<file path="config.mk">
export PLATFORM = sky130hd
export DESIGN_NAME = fetch_pc_redirect
export DESIGN_NICKNAME = d
export VERILOG_FILES = /design/src/rtl/fetch_pc_redirect.sv
export SDC_FILE = /design/constraint.sdc
export NUM_CORES = 1
export LEC_CHECK = 0
export BUFFER_PORTS_ARGS = -buffer_cell sky130_fd_sc_hd__buf_2
export CAP_MARGIN = 0
export CORE_MARGIN = 2
export CORE_UTILIZATION = 58
export CTS_CLUSTER_SIZE = 20
export DETAILED_ROUTE_END_ITERATION = 6
export HOLD_SLACK_MARGIN = 0.1
export PLACE_DENSITY_LB_ADDON = 0.08
export SYNTH_ARGS = -nofsm -noshare
export SYNTH_HDL_FRONTEND = slang
export SYNTH_SLANG_ARGS = --single-unit
</file>
<file path="constraint.sdc">
create_clock -name clk -period 10.4 [get_ports clk]
set_input_delay 1.04 -clock clk [delete_from_list [all_inputs] [get_ports clk]]
set_output_delay 1.04 -clock clk [all_outputs]
set_load 0.1 [all_outputs]
</file>
<file path="src/rtl/fetch_pc_redirect.sv">
// Fetch-stage PC register with branch/jump/exception redirect and a one-entry
// buffer that holds a redirect raised while fetch is stalled.
module fetch_pc_redirect #(
    parameter logic [31:0] RESET_PC   = 32'h0040_0000,
    parameter logic [31:0] EXC_VECTOR = 32'h0040_0004
) (
    input  logic        clk,
    input  logic        rst,
    input  logic        stall,
    input  logic        branch,
    input  logic        exception,
    input  logic [5:0]  op,
    input  logic [5:0]  func,
    input  logic [31:0] id_pc,
    input  logic [15:0] imm16,
    input  logic [25:0] index26,
    input  logic [31:0] rs_value,
    output logic [31:0] pc,
    output logic [31:0] pc_plus4,
    output logic        flush_if,
    output logic        redirect_pending
);

    localparam logic [5:0] OP_SPECIAL = 6'b000000;
    localparam logic [5:0] OP_BGEZ    = 6'b000001;
    localparam logic [5:0] OP_J       = 6'b000010;
    localparam logic [5:0] OP_JAL     = 6'b000011;
    localparam logic [5:0] OP_BEQ     = 6'b000100;
    localparam logic [5:0] OP_BNE     = 6'b000101;
    localparam logic [5:0] FN_JR      = 6'b001000;
    localparam logic [5:0] FN_JALR    = 6'b001001;
    localparam logic [5:0] FN_TEQ     = 6'b110100;

    logic [31:0] pc_q, pc_d;
    logic        pend_vld_q, pend_vld_d;
    logic [31:0] pend_tgt_q, pend_tgt_d;

    logic        is_teq, is_cbr, is_jmp, is_jreg, req;
    logic [31:0] id_pc_plus4, target;

    assign id_pc_plus4 = id_pc + 32'd4;

    always_comb begin
        is_teq  = (op == OP_SPECIAL) && (func == FN_TEQ);
        is_cbr  = (op == OP_BEQ) || (op == OP_BNE) || (op == OP_BGEZ);
        is_jmp  = (op == OP_J) || (op == OP_JAL);
        is_jreg = (op == OP_SPECIAL) && ((func == FN_JR) || (func == FN_JALR));
        req     = exception | (branch & (is_teq | is_cbr | is_jmp | is_jreg));

        // Priority chain; the fall-through value is never used because req is 0 then.
        if (exception || is_teq)
            target = EXC_VECTOR;
        else if (is_cbr)
            target = id_pc_plus4 + {{14{imm16[15]}}, imm16, 2'b00};
        else if (is_jmp)
            target = {id_pc_plus4[31:28], index26, 2'b00};
        else if (is_jreg)
            target = {rs_value[31:2], 2'b00};
        else
            target = pc_plus4;
    end

    always_comb begin
        pc_d       = pc_q;
        pend_vld_d = pend_vld_q;
        pend_tgt_d = pend_tgt_q;
        flush_if   = 1'b0;
        if (!stall) begin
            pend_vld_d = 1'b0;
            if (req) begin
                // A live request supersedes any buffered one.
                pc_d     = target;
                flush_if = 1'b1;
            end else if (pend_vld_q) begin
                pc_d     = pend_tgt_q;
                flush_if = 1'b1;
            end else begin
                pc_d = pc_plus4;
            end
        end else if (req) begin
            pend_vld_d = 1'b1;
            pend_tgt_d = target;
        end
        if (rst)
            flush_if = 1'b0;
    end

    always_ff @(posedge clk) begin
        if (rst) begin
            pc_q       <= RESET_PC;
            pend_vld_q <= 1'b0;
            pend_tgt_q <= 32'd0;
        end else begin
            pc_q       <= pc_d;
            pend_vld_q <= pend_vld_d;
            pend_tgt_q <= pend_tgt_d;
        end
    end

    assign pc               = pc_q;
    assign pc_plus4         = pc_q + 32'd4;
    assign redirect_pending = pend_vld_q;

endmodule

</file>
# After elaboration in Yosys (flattened, before gate mapping)

Index checks and enable logic that the tools add are counted.

Bits in registers: 65
Output and inout bits: 66
Logic and storage cells: 40

Add/sub/neg operators: 3
Eq/ne operators: 8
Muxes and demuxes: 10
Bitwise logic cells: 6
Reduce and logical (&&, ||, !) cells: 10

Operators with widths:

| kind                    | count |
|---|---|
| $mux W32                | 6 |
| $add A32 B3 Y32 const B | 2 |
| $add A32 B32 Y32        | 1 |
| $eq A6 B2 Y1 const B    | 2 |
| $eq A6 B3 Y1 const B    | 2 |
| $eq A6 B4 Y1 const B    | 2 |
| $eq A6 B1 Y1 const B    | 1 |
| $eq A6 B6 Y1 const B    | 1 |
| $logic_not A6 Y1        | 1 |
| $logic_or A1 B1 Y1      | 5 |
| $mux W1                 | 4 |
| $or A1 B1 Y1            | 4 |
| $logic_and A1 B1 Y1     | 2 |
| $reduce_and A2 Y1       | 1 |
| $reduce_or A2 Y1        | 1 |
| $and A1 B1 Y1           | 1 |
| $not A1 Y1              | 1 |

# Longest topological paths before layout

Gate-level depths: netlist (run 1).

Depth after elaboration: 11
Depth in mapped cells: 18
Gate-level depth less buffers: 16

# Worst setup path before layout (run 1)

Ideal clock, no wire load.

Path type: input to output
From: input op[3]
To: output flush_if
Data arrival time: 4.442 ns
Data required time: 9.360 ns
Path slack: 4.918 ns
Stages on the path: 8
Cells stage by stage: or3_1 or3b_1 nand2_1 o21ai_1 nand2b_1 buf_2 nor2_1 nor3_1

Cells in the longest elaborated chain, start to end: 11

RTL lines:

| element                         | line | source |
|---|---|---|
| start, declared                 | 12   | `input logic [5:0] op,` |
| $eq A6 B3 Y1                    | 45   | `is_cbr = (op == OP_BEQ) \|\| (op == OP_BNE) \|\| (op == OP_BGEZ);` |
| $logic_or A1 B1 Y1 (2 in a row) | 45   |  |
| $or A1 B1 Y1 (2 in a row)       | 48   | `req = exception \| (branch & (is_teq \| is_cbr \| is_jmp \| is_jreg));` |
| $or A1 B1 Y1 *                  | 48   |  |
| $and A1 B1 Y1 *                 | 48   |  |
| $or A1 B1 Y1 *                  | 48   |  |
| $mux W1 *                       | 70   | `if (req) begin` |
| $mux W1 *                       | 68   | `if (!stall) begin` |
| $mux W1 *                       | 84   | `if (rst)` |
| end, declared                   | 20   | `output logic flush_if,` |

Mark *: on every way between the ends. The rest lies on a longest branch, timed or not.

# Worst setup path after layout (run 1)

Same ends and word-level chain as after synthesis.

==> flow_summary.yaml, run 1 <==
floorplanning:
  ios: 189
  dieWidth_um: 111
  start_util_pct: 58.8
  dieArea_um2: 12400
  core-area_um2: 11300
  row_count: 39
  die_y_um: 111
final_layout:
  drive_gt1_share_pct: 21.5
  layout_commonest_cell: "buf_2"
  syn_to_final_growth_pct: 18.5
  diodes: 0
  layout.nets: 1234
  mostFrequentLayoutCells: "buf_2, nand2_1, nor2_1, a21oi_1, xnor2_1"
timing:
  fin_crit_sh_pct: 48.9
  slew_violations: 0
  setup-violations-final: 0
  slew_headroom_pct: 27.7
  fin_ws_ns: 5.31
  grt_setup_unrepaired: "false"
  worst_clock_skew_ns: 0.00526
  max_freq_mhz: 197
  finalCriticalPeriod_ns: 5.09
  hold_slack_ns: 0.452
  hold_viol: 0
  tns_ns: 0
  worst_pin_slew_ns: 1.08
synthesis:
  synth_cell_types: 67
  synthesis.nets: 1088
  seq_area_frac_synth_pct: 19.5
  synth.yosys.warnings: 0
  synthCells: 928
  synth-main-ff-cell: "dfxtp_1"
  avgSynthCellArea_um2: 7.18
  ys_ff_latch: 65
  synth-edff-count: 0
  syn_area_um2: 6660
  synthArstFlopShare_pct: 0
power:
  p_per_area_nw_per_um2: 112
  vdd.ir_drop.worst_v: 0.000128
  leakage_nw: 3.39
critical_path:
  path_depth: 9
  crit_slowest_cell: "or3b_1"
  timing.rr.end: "pend_tgt_q[16]$_SDFFE_PP0P_"
  endpoint_kind: "output pin"
  slowest_delay_ns: 0.71
  cp_max_fo: 21
  critPathArrivalTime_ns: 4.05
  worstPathRequired_ns: 9.36
  cp.buffers_inverters: 2
  crit_start: "op[3]"
  r2r_cells: 10
  r2r-start: "pc[2]$_SDFFE_PP0N_"
  path_common_cell: "buf_2"
  critPathKind: "primary input to output pin"
  path_cells: "buf_2, or3_1, or3b_1, nand2_1, o21ai_1, nand2b_1, nor2_1, nor3_1, buf_2"
  r2r_slack_ns: 7.41
  critical-path-top-delay-family: "simple AND/OR/NAND/NOR gates"
  worstSetupStartpointType: "primary input"
clocking:
  cts_setup_buffers: 0
  cts-root-buf: "clkbuf_16"
  holdBufCountCts: 0
  cts_max_level: 3
  cts.sinks: 65
  cts_tree: "done"
  cts.repair.resized: 0
  numCtsBuffers: 9
  clk_latency_ns: 0.34
  cts_buffer_depth: 2
  clk_pin_slew_ns: 0.05
run:
  drv_cap: 0
route:
  vias: 7686
  drt_iter0_markers: 805
  viasPerCell: 6.29
  ant_nets: 0
  drt_wl_total_um: 22200
  drt_pre_antenna_iters: 6
  drc: 0
  wl_per_cell_um: 18.2
hold_path:
  min_path_type: "flip-flop to flip-flop"
  whs_endpoint: "pend_tgt_q[9]$_SDFFE_PP0P_"
  hp-start: "pend_tgt_q[9]$_SDFFE_PP0P_"
  whs_path_depth: 2
global_route:
  overflow: 0
  grt_pass1_wl_um: 35000
  grtUsageTotal_pct: 34.7
  grt_pass1_vias: 6883
  grt_max_degree: 50
  antenna_found_initial: 0
placed_design:
  dp.final_hpwl_um: 16700
  place_ws_ns: 5.38
  io_buffers: 186
  gp_congestion: 0.961
status:
  run_status: "finished, final reports clean"
[worst max path at each step]
| stage | to | slack (ns) |
|---|---|---|
| 2_1_floorplan | flush_if | 4.92 |
| 3_3_place_gp | flush_if | 5.42 |
| 3_5_place_dp | flush_if | 5.38 |
| 4_1_cts | flush_if | 5.37 |
| 5_1_grt | flush_if | 5.05 |
| 6_report | flush_if | 5.31 |
[layout make-up]
class	instances	area, um2
tap	143	179
inverter	24	90.1
sequential	65	1300
multi-input combinational	780	5030
timing repair buffer	194	991
clock inverter	2	10.0
fill	1047	3430
clock buffer	14	284
[cells in the mapped netlist (5+ instances only)]
| master | instances | area, um2 |
|---|---|---|
| nand2_1 | 104 | 390 |
| and3_1 | 14 | 87.6 |
| mux2i_1 | 28 | 280 |
| dfxtp_1 | 65 | 1300 |
| xor2_1 | 15 | 131 |
| nand3_1 | 37 | 185 |
| ha_1 | 36 | 450 |
| mux2_2 | 8 | 90.1 |
| clkbuf_1 | 40 | 150 |
| o21bai_1 | 5 | 37.5 |
| a21oi_1 | 70 | 350 |
| a22oi_1 | 6 | 45.0 |
| nor4_1 | 6 | 37.5 |
| nor3_1 | 24 | 120 |
| nand4_1 | 28 | 175 |
| a211oi_1 | 27 | 203 |
| o221ai_1 | 5 | 43.8 |
| xnor2_1 | 65 | 569 |
| nor2b_1 | 18 | 113 |
| a31oi_1 | 8 | 50.1 |
| a221oi_1 | 12 | 105 |
| and2_1 | 5 | 31.3 |
| a22o_1 | 10 | 87.6 |
| o21a_1 | 11 | 82.6 |
| buf_2 | 13 | 65.1 |
| or3_1 | 7 | 43.8 |
| nor2_1 | 98 | 368 |
| o21ai_0 | 51 | 255 |
| and4_1 | 10 | 87.6 |
| inv_1 | 24 | 90.1 |
| nand2b_1 | 6 | 37.5 |
| o211ai_1 | 8 | 60.1 |
[flip-flops by register name (all words and copies together) (netlist names)]
register          flops
pend_tgt_q           32
redirect_pending      1
pc                   32
[metrics by stage]
step,std cells,util (%),total power [W],area [um2]
after floorplan,928,-,0.000503,6660
after global placement,1206,67.1,0.000583,7590
after detailed placement,1206,67.1,0.000584,7590
after CTS,1222,69.7,0.000877,7890
after global routing,1222,69.7,0.000918,7890
final,1222,69.7,0.000882,7890
[tightest hold or removal path, cell delays in order, from the launching register on]
cell     delay (ns)
dfxtp_1        0.30
nand2_1        0.05
a21oi_1        0.05
[kinds of logic after synthesis]
kind of cell / count (synthesis) / share of synthesized area, %
and+or+nand+nor: 374 / 27.4
AOI/OAI and AO/OA: 252 / 24.6
buffers and inverters: 83 / 5.09
xor gates and xnor gates: 81 / 10.8
DFF: 65 / 19.5
adders and majority gates: 37 / 7.06
muxes: 36 / 5.56
[report_power, final]
group | leakage (nW) | switching (W) | total (W) | internal (W)
Sequential | 0.529 | 0.0000119 | 0.000268 | 0.000256
Combinational | 2.71 | 0.000218 | 0.000318 | 0.0000999
Clock | 0.149 | 0.000110 | 0.000296 | 0.000187
Total | 3.39 | 0.000340 | 0.000882 | 0.000543
[per-layer routing]
| metal | GRT usage, % | part of all wire (%) |
|---|---|---|
| met4 | 11.5 | 2.4 |
| met5 | 0 | 0 |
| met2 | 55.5 | 45 |
| met3 | 6.40 | 9.9 |
| met1 | 47.4 | 43 |
No activity file was read; power rests on OpenSTA's default activity.
==> inputs of run 2 (changes only) <==
--- a/config.mk
+++ b/config.mk
@@ -8,7 +8,7 @@
 export BUFFER_PORTS_ARGS = -buffer_cell sky130_fd_sc_hd__buf_2
 export CAP_MARGIN = 0
 export CORE_MARGIN = 2
-export CORE_UTILIZATION = 58
+export CORE_UTILIZATION = 54
 export CTS_CLUSTER_SIZE = 20
 export DETAILED_ROUTE_END_ITERATION = 6
 export HOLD_SLACK_MARGIN = 0.1
==> constraint.sdc (replaced) <==
create_clock -name clk -period 4.72 [get_ports clk]
set_input_delay 0.472 -clock clk [delete_from_list [all_inputs] [get_ports clk]]
set_output_delay 0.472 -clock clk [all_outputs]
set_load 0.1 [all_outputs]
==> run 2 against run 1 <==
Against the previous run: clock skew up 0.0014 ns; sequential power up 120%; cell count up 1.1%; critical path depth up 7; count of clock-buffer cells in the layout down 4; critical endpoint is now pc[31]$_SDFFE_PP0N_.
==> flow_summary.yaml, run 2 (synthesis gave the netlist of run 1 again) <==
status:
  run_status: "finished, final reports clean"
floorplanning:
  die_y_um: 115
  core-area_um2: 12000
  start_util_pct: 55.4
  dieArea_um2: 13200
  dieWidth_um: 115
  ios: 189
  row_count: 40
hold_path:
  hp-start: "pend_tgt_q[7]$_SDFFE_PP0P_"
  whs_path_depth: 2
  whs_endpoint: "pend_tgt_q[7]$_SDFFE_PP0P_"
  min_path_type: "flip-flop to flip-flop"
clocking:
  cts.repair.resized: 0
  cts_buffer_depth: 2
  numCtsBuffers: 9
  cts.sinks: 65
  clk_latency_ns: 0.33
  cts_setup_buffers: 0
  cts_max_level: 3
  cts-root-buf: "clkbuf_16"
  cts_tree: "done"
  holdBufCountCts: 0
  clk_pin_slew_ns: 0.06
final_layout:
  layout_commonest_cell: "buf_2"
  syn_to_final_growth_pct: 20.2
  diodes: 0
  layoutNonFillerInstCount: 1235
  mostFrequentLayoutCells: "buf_2, nand2_1, nor2_1, a21oi_1, xnor2_1"
  layout.nets: 1243
  fin_area_um2: 8010
  fin_util_pct: 66.7
  drive_gt1_share_pct: 22.2
  num-fill-cells: 1156
route:
  vias: 7614
  drt_iter0_markers: 637
  ant_nets: 0
  wl_per_cell_um: 17.9
  drt_wl_total_um: 22200
  viasPerCell: 6.17
  drc: 0
  drt_pre_antenna_iters: 5
critical_path:
  worstPathRequired_ns: 4.94
  worstSetupStartpointType: "primary input"
  r2r_cells: 10
  critPathKind: "primary input to flip-flop"
  cp_max_fo: 7
  critPathArrivalTime_ns: 4.06
  endpoint_kind: "flip-flop"
  timing.rr.end: "pc[22]$_SDFFE_PP1N_"
  r2r-start: "pc[2]$_SDFFE_PP0N_"
  r2r_slack_ns: 1.61
timing:
  worst_pin_slew_ns: 1.05
  finalCriticalPeriod_ns: 3.84
  slew_headroom_pct: 29.7
  max_freq_mhz: 260
  hold_viol: 0
  slew_violations: 0
  tns_ns: 0
  grt_setup_unrepaired: "false"
  setup-violations-final: 0
  fin_crit_sh_pct: 81.4
  worst_clock_skew_ns: 0.00669
power:
  vdd.ir_drop.worst_v: 0.000184
  leakage_nw: 3.44
  p_per_area_nw_per_um2: 255
  power_w: 0.00204
global_route:
  grt_pass1_wl_um: 34000
  grt_pass1_vias: 6666
  antenna_found_initial: 0
  grt_max_degree: 50
  overflow: 0
  grtUsageTotal_pct: 32.5
placed_design:
  gp_congestion: 0.908
  dpl_cell_area_um2: 7680
  io_buffers: 186
  dp.final_hpwl_um: 16800
  dp.cells: 1219
run:
  drv_cap: 0
-- run 2: changes by cell type in the layout (fill, tap and decap cells not counted), sizes merged --
cell / previous run / this run
clkinvlp: 0 / 1
clkbuf: 14 / 10
buf: 194 / 203
bufinv: 0 / 2
inv: 24 / 25
-- run 2: worst max-delay path, cell delays in order --
cell and delay, ns:
buf_2 0.13, and4_4 0.25, and2_1 0.16, and4_1 0.35
nand2_1 0.10, xnor2_1 0.13, ha_1 0.37, and2_0 0.30
and3_1 0.26, a221oi_1 0.26, o21ai_1 0.19, a311o_1 0.33
a21oi_2 0.16, xnor2_1 0.13, a22oi_1 0.13, a221o_1 0.33
-- run 2: final cells by class --
type	instances	area, um2	share of cell area [%]
clock buffers	10	239	2.98
clock inverters	6	90.1	1.13
inverters	24	90.1	1.13
multi-input cells	780	5030	62.8
flip-flops and latches	65	1300	16.3
well taps	147	184	2.30
repair buffers	203	1070	13.4
-- run 2: worst max path at each step --
stage               slack (ns)  cells after the start                start             endpoint
floorplan                 0.09                      9  pc[10]$_SDFFE_PP0N_  pc[22]$_SDFFE_PP1N_
global placement          0.65                     16             id_pc[5]  pc[31]$_SDFFE_PP0N_
detailed placement        0.57                     16             id_pc[5]  pc[31]$_SDFFE_PP0N_
CTS                       0.92                     16             id_pc[5]  pc[31]$_SDFFE_PP0N_
global route              0.62                     16             id_pc[5]  pc[31]$_SDFFE_PP0N_
finish                    0.88                     16             id_pc[5]  pc[31]$_SDFFE_PP0N_
-- run 2: metrics by stage --
step           hold slack, ns  worst slack, ns
2_1_floorplan           0.420           0.0855
3_3_place_gp            0.433            0.645
3_5_place_dp            0.441            0.570
4_1_cts                 0.449            0.915
5_1_grt                 0.473            0.616
6_report                0.453            0.876
-- run 2: per-layer routing --
metal / part of all wire, % / wire, um / track usage (%) / vias up
met2: 44 / 9650 / 49.7 / 408
met3: 10 / 2240 / 5.80 / 45
met1: 44 / 9760 / 46.8 / 3461
met4: 2.4 / 524 / 9.72 / 0
met5: 0 / 0 / 0 / -
li1: - / - / - / 3700
-- run 2: power by group --
group	switching [W]	total [W]	internal, W
combinational	0.000491	0.000715	0.000224
sequential	0.0000193	0.000584	0.000564
clock	0.000260	0.000739	0.000478
total	0.000771	0.00204	0.00127
==> inputs of run 3 (changes only) <==
--- a/config.mk
+++ b/config.mk
@@ -5,10 +5,11 @@
 export SDC_FILE = /design/constraint.sdc
 export NUM_CORES = 1
 export LEC_CHECK = 0
+export ABC_AREA = 1
 export BUFFER_PORTS_ARGS = -buffer_cell sky130_fd_sc_hd__buf_2
 export CAP_MARGIN = 0
 export CORE_MARGIN = 2
-export CORE_UTILIZATION = 54
+export CORE_UTILIZATION = 56
 export CTS_CLUSTER_SIZE = 20
 export DETAILED_ROUTE_END_ITERATION = 6
 export HOLD_SLACK_MARGIN = 0.1
==> constraint.sdc (replaced) <==
create_clock -name clk -period 3.9 [get_ports clk]
set_input_delay 0.39 -clock clk [delete_from_list [all_inputs] [get_ports clk]]
set_output_delay 0.39 -clock clk [all_outputs]
set_load 0.1 [all_outputs]
==> run 3 against run 2 <==
Against the previous run: the flow now finishes with violations (DRC); die area is 17% higher; cell count up 52%; sequential power grew 30%; register-to-register slack got worse by 0.20 ns; critical path type unchanged; highest routed layer unchanged.
==> flow_summary.yaml, run 3 <==
route:
  drt_pre_antenna_iters: 7
  viasPerCell: 5.47
  drt_iter0_markers: 1001
  drc: 2
  vias: 10300
  wl_per_cell_um: 16.1
  ant_nets: 0
  drt_wl_total_um: 30300
power:
  p_sw_w: 0.00119
  leakage_nw: 5.18
  vdd.ir_drop.worst_v: 0.000214
  pwr-share-seq_pct: 28.1
  power_w: 0.00270
  p_comb_share_pct: 40.7
  switching_share_pct: 43.9
  p_per_area_nw_per_um2: 286
  p_int_w: 0.00152
  pwr-share-clk_pct: 31.2
final_layout:
  num-fill-cells: 1459
  mostFrequentLayoutCells: "nand2_1, inv_1, buf_2, nor2_1, nand3_1"
  syn_to_final_growth_pct: 16.0
  layout.nets: 1854
  drive_gt1_share_pct: 15.7
  layout_commonest_cell: "nand2_1"
  diodes: 0
synthesis:
  synth.yosys.warnings: 0
  synthesis.nets: 1696
  seq_area_frac_synth_pct: 16.0
  synthArstFlopShare_pct: 0
  synthTopCellsByCount: "nand2_1, inv_1, nor2_1"
  yosysMostFrequentCell: "nand2_1"
  synthCells: 1536
  synthTopCellsByArea: "nand2_1, dfxtp_1, inv_1"
  synth-edff-count: 0
  synth_area_leader_cell: "nand2_1"
  ys_ff_latch: 65
  synth_cell_types: 38
  synth-main-ff-cell: "dfxtp_1"
  synth_top_area_share_pct: 24.5
  syn_area_um2: 8160
  avgSynthCellArea_um2: 5.31
timing:
  hold_viol: 0
  worst_clock_skew_ns: 0.00858
  slew_headroom_pct: 33.3
  slew_violations: 0
  fin_crit_sh_pct: 84.2
  tns_ns: 0
  grt_setup_unrepaired: "false"
  worst_pin_slew_ns: 0.999
  setup-violations-final: 0
  max_freq_mhz: 304
  finalCriticalPeriod_ns: 3.28
critical_path:
  cp_max_fo: 5
  r2r_cells: 10
  r2r-start: "pc[2]$_SDFFE_PP0N_"
  endpoint_kind: "flip-flop"
  critPathKind: "primary input to flip-flop"
  worstSetupStartpointType: "primary input"
  critPathArrivalTime_ns: 3.55
  worstPathRequired_ns: 4.17
  r2r_slack_ns: 1.41
  timing.rr.end: "pc[16]$_SDFFE_PP0N_"
clocking:
  cts_tree: "done"
  numCtsBuffers: 9
  cts.repair.resized: 0
  cts_buffer_depth: 2
  cts.sinks: 65
  holdBufCountCts: 0
  cts_max_level: 3
  clk_pin_slew_ns: 0.06
  clk_latency_ns: 0.34
  cts-root-buf: "clkbuf_16"
  cts_setup_buffers: 0
global_route:
  grt_pass1_wl_um: 48200
  antenna_found_initial: 0
  overflow: 0
  grtUsageTotal_pct: 38.4
  grt_pass1_vias: 9152
  grt_max_degree: 48
placed_design:
  dp.final_hpwl_um: 23700
  gp_congestion: 0.994
  io_buffers: 186
hold_path:
  hp-start: "index26[6]"
  whs_endpoint: "pend_tgt_q[8]$_SDFFE_PP0P_"
  min_path_type: "primary input to flip-flop"
  whs_path_depth: 5
floorplanning:
  core-area_um2: 14400
  dieArea_um2: 15500
  dieWidth_um: 125
  start_util_pct: 56.8
  ios: 189
  die_y_um: 125
  row_count: 44
run:
  drv_cap: 0
status:
  run_status: "finished, violations left"
  failed_checks: "DRC"
[run 3: cell count changes in the layout (fill, tap and decap cells not counted), moves of 16 or more]
cell	change
a211oi_1	-27
a21oi_1	+34
inv_1	+186
mux2i_1	-28
nand2_1	+429
nand3_1	+81
nor2_1	+80
nor2b_1	-18
nor3_1	-16
o21ai_0	+29
o21ai_1	+17
xnor2_1	-50
[run 3: cells by family (layout without fill, tap and decap cells)]
logic type	after synthesis	count (layout)	synth area share [%]
adder cells (fa/ha/maj)	37	37	5.77
AO/OA/AOI/OAI	218	218	13.8
XOR/XNOR	38	38	4.17
AND/OR/NAND/NOR	909	909	47.0
buffers and inverters	269	432	13.3
flip-flops	65	65	16.0
[run 3: worst max-delay path by stage]
stage                                   from                          end  slack [ns]  cells past startpoint
after floorplan           pc[2]$_SDFFE_PP0N_          pc[14]$_SDFFE_PP0N_       0.002                     12
after global placement              id_pc[2]  pend_tgt_q[27]$_SDFFE_PP0P_        0.47                     19
after detailed placement            id_pc[2]          pc[31]$_SDFFE_PP0N_        0.43                     21
after CTS                           id_pc[2]          pc[31]$_SDFFE_PP0N_        0.77                     22
after global routing                id_pc[3]          pc[31]$_SDFFE_PP0N_        0.21                     20
final                               id_pc[2]          pc[31]$_SDFFE_PP0N_        0.62                     21
[run 3: area by class of cell]
type	count	area (um2)	share of cell area, %
inverter	220	826	8.73
multi-input combinational	1202	5790	61.2
clock inverter	5	53.8	0.568
tap	184	230	2.43
sequential	65	1300	13.7
timing repair buffer	196	1010	10.6
clock buffer	11	253	2.67
[run 3: power groups by stage]
stage | clock (W) | sequential [W] | combinational [W]
2_1_floorplan | 0 | 0.000900 | 0.000665
3_3_place_gp | 0 | 0.000769 | 0.00107
3_5_place_dp | 0 | 0.000770 | 0.00108
4_1_cts | 0.000841 | 0.000756 | 0.00108
5_1_grt | 0.000863 | 0.000763 | 0.00120
6_report | 0.000844 | 0.000759 | 0.00110
[run 3: metrics by stage]
stage / setup WS (ns) / instances / area (um2) / hold slack, ns / utilization, %
3_5_place_dp: 0.431 / 1867 / 9160 / 0.486 / 63.7
4_1_cts: 0.765 / 1883 / 9460 / 0.433 / 65.9
6_report: 0.615 / 1883 / 9460 / 0.444 / 65.9
5_1_grt: 0.208 / 1883 / 9460 / 0.484 / 65.9
3_3_place_gp: 0.465 / 1867 / 9160 / 0.470 / 63.7
2_1_floorplan: 0.00185 / 1536 / 8180 / 0.455 / -
[run 3: per-layer routing]
layer	part of all wire [%]	global-route usage [%]	vias to the layer above
li1	-	-	5141
met4	2.5	10.1	0
met1	45	55.9	4543
met3	12	8.59	51
met2	41	57.1	561
met5	0	0	-
[run 3: critical path: stages]
cell	delay, ns
buf_2	0.10
ha_1	0.27
nand2_1	0.08
inv_1	0.11
nand3_1	0.15
nor3_1	0.43
nand2_1	0.13
xor2_1	0.16
inv_1	0.06
ha_1	0.37
nand2_1	0.13
inv_1	0.05
a21oi_1	0.23
nand2_1	0.15
nand2_1	0.08
nand2_1	0.06
a21oi_1	0.13
nand2_1	0.08
nand3_1	0.13
nand3_1	0.10
a21oi_1	0.14
